[src/rtl/zigbee_chip_spreader.sv]
// zigbee_chip_spreader: byte FIFO feeding an 802.15.4 O-QPSK DSSS spreader, one chip per modulator ready edge
module zigbee_chip_spreader #(
    parameter int FIFO_DEPTH = 4,
    parameter int LVL_W      = $clog2(FIFO_DEPTH) + 1
) (
    input  logic             clk,
    input  logic             reset,
    input  logic             i_valid,
    input  logic [7:0]       i_byte,
    output logic             o_byte_ready,
    input  logic             i_ready,
    output logic             o_empty,
    output logic             o_data,
    output logic             o_sym_done,
    output logic [LVL_W-1:0] o_fifo_level
);
    localparam int AW = $clog2(FIFO_DEPTH);
    localparam logic [0:0] IDLE = 1'b0;
    localparam logic [0:0] SEND = 1'b1;
    localparam logic [31:0] S0 = 32'b1101_1001_1100_0011_0101_0010_0010_1110;
    function automatic logic [31:0] sym_chips(input logic [3:0] s);
        logic [31:0] v;
        logic [4:0]  j;
        v = '0;
        for (int i = 0; i < 32; i++) begin
            j = 5'(i) - {s[2:0], 2'b00};
            v[i] = S0[5'd31 - j] ^ (s[3] & i[0]);
        end
        return v;
    endfunction
    logic [7:0]       r_mem [FIFO_DEPTH];
    logic [AW-1:0]    r_wr, r_rd;
    logic [LVL_W-1:0] r_level;
    logic             r_ready_q, r_nib, r_data, r_empty, r_sym_done;
    logic [0:0]       r_state;
    logic [31:0]      r_chips;
    logic [4:0]       r_idx;
    logic [3:0]       r_hi;
    logic             w_edge, w_send, w_last, w_push, w_pop, w_nonempty;
    logic [7:0]       w_head;
    logic [31:0]      w_lo, w_hi;
    assign o_byte_ready = r_level != LVL_W'(FIFO_DEPTH);
    assign o_fifo_level = r_level;
    assign o_empty      = r_empty;
    assign o_data       = r_data;
    assign o_sym_done   = r_sym_done;
    assign w_edge       = i_ready & ~r_ready_q;
    assign w_send       = (r_state == SEND) & w_edge;
    assign w_last       = r_idx == 5'd31;
    assign w_nonempty   = r_level != '0;
    assign w_push       = i_valid & o_byte_ready;
    // pop either to start a frame from IDLE or to chain the next byte after its high nibble
    assign w_pop        = w_nonempty & ((r_state == IDLE) ? w_edge : (w_send & w_last & r_nib));
    assign w_head       = r_mem[r_rd];
    assign w_lo         = sym_chips(w_head[3:0]);
    assign w_hi         = sym_chips(r_hi);
    always_ff @(posedge clk) begin
        if (reset) begin
            r_wr       <= '0;
            r_rd       <= '0;
            r_level    <= '0;
            r_ready_q  <= 1'b0;
            r_state    <= IDLE;
            r_chips    <= '0;
            r_idx      <= '0;
            r_nib      <= 1'b0;
            r_hi       <= '0;
            r_data     <= 1'b0;
            r_empty    <= 1'b1;
            r_sym_done <= 1'b0;
        end else begin
            r_ready_q  <= i_ready;
            r_sym_done <= w_send & w_last;
            r_level    <= r_level + LVL_W'(w_push) - LVL_W'(w_pop);
            if (w_push) begin
                r_mem[r_wr] <= i_byte;
                r_wr        <= r_wr + AW'(1);
            end
            if (w_pop) begin
                r_rd    <= r_rd + AW'(1);
                r_chips <= w_lo;
                r_data  <= w_lo[0];
                r_hi    <= w_head[7:4];
                r_idx   <= '0;
                r_nib   <= 1'b0;
                r_state <= SEND;
                r_empty <= 1'b0;
            end else if (w_send & ~w_last) begin
                r_idx  <= r_idx + 5'd1;
                r_data <= r_chips[r_idx + 5'd1];
            end else if (w_send & ~r_nib) begin
                r_chips <= w_hi;
                r_data  <= w_hi[0];
                r_idx   <= '0;
                r_nib   <= 1'b1;
            end else if (w_send) begin
                r_empty <= 1'b1;
                r_state <= IDLE;
            end
        end
    end
endmodule

[config.mk]
export PLATFORM = sky130hd
export DESIGN_NAME = zigbee_chip_spreader
export DESIGN_NICKNAME = d
export VERILOG_FILES = /design/src/rtl/zigbee_chip_spreader.sv
export SDC_FILE = /design/constraint.sdc
export NUM_CORES = 1
export LEC_CHECK = 0
export BUFFER_PORTS_ARGS = -buffer_cell sky130_fd_sc_hd__buf_2
export CAP_MARGIN = 0
export CORE_MARGIN = 2
export CORE_UTILIZATION = 31
export DETAILED_ROUTE_END_ITERATION = 16
export PLACE_DENSITY = 0.46
export SKIP_CTS_REPAIR_TIMING = 1
export SLEW_MARGIN = 25
export SYNTH_ARGS = -nofsm -noshare
export SYNTH_HDL_FRONTEND = slang
export SYNTH_SLANG_ARGS = --single-unit
[constraint.sdc]
create_clock -name clk -period 3.2 [get_ports clk]
set_input_delay 0.32 -clock clk [delete_from_list [all_inputs] [get_ports clk]]
set_output_delay 0.32 -clock clk [all_outputs]
set_load 0.1 [all_outputs]
==> summary.txt <==
Timing
  – Fin crit period: 2836 ps
  – Max Clock Skew: 9.899 ps
  – Max Fclk: 352.6 MHz
  – Minimum hold slack: 175.7 ps
  – Worst Tran Pin Value: 747.6 ps
  – Final setup vio count: 0
  – Final hold vios: 0
  – Fin Setup TNS: 0 ps
  – Final period util: 88.63%
  – RSZ-0062 raised after global routing: false
  – Rel. slew slack: 50.09%
  – Slew Viols, Final: 0

Global routing
  – Pin count of the biggest net entering global routing: 48
  – Initial antenna violation count: 0
  – GR Overflow Total: 0
  – Vias in the first global route: 3496
  – First-pass GRT wire length: 19980 um
  – Global-route usage over all layers: 15.51%

Placement
  – Dpl cell area: 5261 um^2
  – Routability Congestion: 0.8195
  – DP HPWL: 8327 um
  – IO buf count: 18

Floorplan
  – Die X: 130.4 um
  – Initial core utilization: 31.40%
  – Ports: 19
  – Row cnt: 46
  – Core ar.: 15770 um^2
  – Die area: 17000 um^2
  – Die height: 130.4 um

Logic synthesis
  – Post-synthesis sequential area ratio: 42.04%
  – Primary FF master, synth: dfxtp_1
  – Distinct cell type count after synthesis: 53
  – Post-synth EDFFs: 32
  – Avg Inst Size Synth: 10.25 um^2
  – Post-Syn Nets: 518
  – Mapped Area: 4952 um^2
  – Yosys reg bits: 88
  – Synth warn: 0
  – Ys async rst share: 0%
  – Post-Synthesis Cells: 483

Route
  – First-pass DRT Iterations: 4
  – DRC errors left: 0
  – Metal3 WL: 462 um
  – Via density per instance: 4.980
  – Met1 wire length: 5930 um
  – Via count: 3536
  – Antenna-violating nets left: 0
  – Wirelength per Cell: 17.16 um
  – Wire length on met2: 5678 um
  – DRT iter0 DRCs: 298
  – Post-detailed-routing wire length: 12190 um
  – Top sig layer: met4

Pwr
  – PwrDens: 807.0 nW/um^2
  – Clock share of power: 24.9%
  – Sequential share of power: 33.4%
  – Static Leak: 2.006 nW
  – Psw: 0.001803 W
  – P_int: 0.002694 W
  – Peak supply drop: 0.3368 mV
  – Switching share of power: 40.10%
  – Combinational share of power: 41.7%

CTS
  – CTS tree: built
  – Clock Latency Late Sink: 350 ps
  – Clk sinks: 88
  – Clock transition at the registers of the reported paths: 70 ps
  – H-tree levels: 3
  – Root Buffer: clkbuf_16
  – Clk buf depth: 2
  – TritonCTS buffer count: 9

Layout
  – Final design utilization: 35.34%
  – Share of post-route cells with drive strength above 1: 15.79%
  – Total Nets Final: 524
  – Area Overhead vs Synth: 12.53%
  – Final Cell Area: 5573 um^2
  – N_diodes: 0

Setup path
  – Crit path required time: 3430 ps
  – Setup crit end kind: flip-flop
  – CP Class: flip-flop to flip-flop
  – Max FO, Critical Path: 4
  – Crit path DAT: 3060 ps
  – Startpoint types: flip-flop

Job
  – Maxcap violations: 0

Hold path
  – Hold Crit Class: input port to flip-flop

Outcome
  – Status: finished clean
## area by class of cell
type | instances | area [um^2]
sequential | 88 | 2086
multi-input combinational | 340 | 2635
timing repair buffer | 34 | 210.2
clock inverter | 7 | 86.33
fill | 1633 | 10200
inverter | 16 | 60.06
clock buffer | 9 | 225.2
tap | 216 | 270.3
## cells in the final DEF (no fill, tap or decap), types with 16 or more instances in the layout
cell,n
a21oi_1,46
buf_4,16
nand2_1,39
dfxtp_1,53
buf_2,18
xnor2_1,31
ha_1,22
inv_1,16
a211oi_1,20
nor2_1,34
mux2i_1,21
edfxtp_1,32
## per-stage QoR
| step | setup slack (ps) | std cells | power, W |
|---|---|---|---|
| 2_1_floorplan | 78.51 | 483 | 0.003001 |
| 3_3_place_gp | 439.8 | 694 | 0.003400 |
| 3_5_place_dp | 398.3 | 694 | 0.003405 |
| 4_1_cts | 358.7 | 710 | 0.004539 |
| 5_1_grt | 116.3 | 710 | 0.004787 |
| 6_report | 363.7 | 710 | 0.004497 |
## layer usage
| metal | up-vias | track usage (%) |
|---|---|---|
| met5 | - | 0 |
| met4 | 0 | 5.131 |
| met3 | 8 | 2.565 |
| met2 | 56 | 24.05 |
| met1 | 1722 | 22.17 |
| li1 | 1750 | - |
## cell families (layout without fill, tap and decap cells)
kind of cell,count (synthesis),count (layout),share of synthesized area (%)
AOI/OAI and AO/OA,116,116,15.41
muxes,37,37,11.60
xor gates and xnor gates,49,49,9.348
adders and majority gates,23,23,5.963
DFF,88,88,42.04
and+or+nand+nor,115,115,10.84
buffers and inverters,55,66,4.800
## final timing paths
kind         slack [ps]                      from                         end  depth (start not counted)
min                 180                 i_byte[5]       r_mem[2][5]$_DFFE_PP_                          1
max reg2reg         360     r_idx[1]$_SDFFE_PP0P_  o_fifo_level[2]$_SDFF_PP0_                         14
min reg2reg         470  r_chips[12]$_SDFFE_PP0P_    r_chips[12]$_SDFFE_PP0P_                          2
max                 360     r_idx[1]$_SDFFE_PP0P_  o_fifo_level[2]$_SDFF_PP0_                         14
## power by group through the flow
stage               clock network (W)  logic, W  registers, W
floorplan                           0   0.00137       0.00163
global placement                    0   0.00188       0.00152
detailed placement                  0   0.00187       0.00153
CTS                           0.00115   0.00188       0.00151
global route                  0.00119   0.00207       0.00153
finish                        0.00112   0.00188       0.00150
## critical path, stage by stage, from the launching register on
cell,delay (ps)
dfxtp_1,360
ha_1,210
and3_1,180
ha_1,220
a21boi_0,120
or3_1,350
inv_1,90
ha_1,220
inv_1,60
ha_1,130
inv_1,40
fa_1,370
xor2_1,190
xnor2_1,140
nor2_1,50
## synthesized netlist by cell type (3+ instances only)
| cell | instances | share of area (%) |
|---|---|---|
| buf_1 | 5 | 0.38 |
| nor2b_1 | 5 | 0.63 |
| or2_2 | 3 | 0.38 |
| ha_1 | 22 | 5.6 |
| nand2b_1 | 5 | 0.63 |
| nor2_1 | 34 | 2.6 |
| o211ai_1 | 7 | 1.1 |
| o21ai_0 | 10 | 1.0 |
| nand2_1 | 40 | 3.0 |
| mux2i_1 | 21 | 4.2 |
| edfxtp_1 | 32 | 19 |
| a311oi_1 | 5 | 0.88 |
| mux4_1 | 4 | 2.1 |
| o22ai_1 | 3 | 0.38 |
| and2_1 | 6 | 0.76 |
| a221oi_1 | 3 | 0.53 |
| inv_1 | 16 | 1.2 |
| clkbuf_1 | 23 | 1.7 |
| nand3_1 | 3 | 0.30 |
| buf_2 | 6 | 0.61 |
| xor2_1 | 15 | 2.7 |
| dfxtp_1 | 56 | 23 |
| nor3_1 | 8 | 0.81 |
| a21oi_1 | 46 | 4.6 |
| a22oi_1 | 4 | 0.61 |
| o221a_2 | 5 | 1.1 |
| xnor2_1 | 31 | 5.5 |
| a211oi_1 | 20 | 3.0 |
| mux4_2 | 11 | 5.0 |
## flip-flops by register name, summed over array words and instances (netlist names), 2 cells and up, named ones only
signal        cells
r_idx             5
r_wr              2
o_fifo_level      3
r_chips          32
r_rd              2
r_hi              4
r_mem            32
Note: power is estimated with default switching activity, not from simulation.
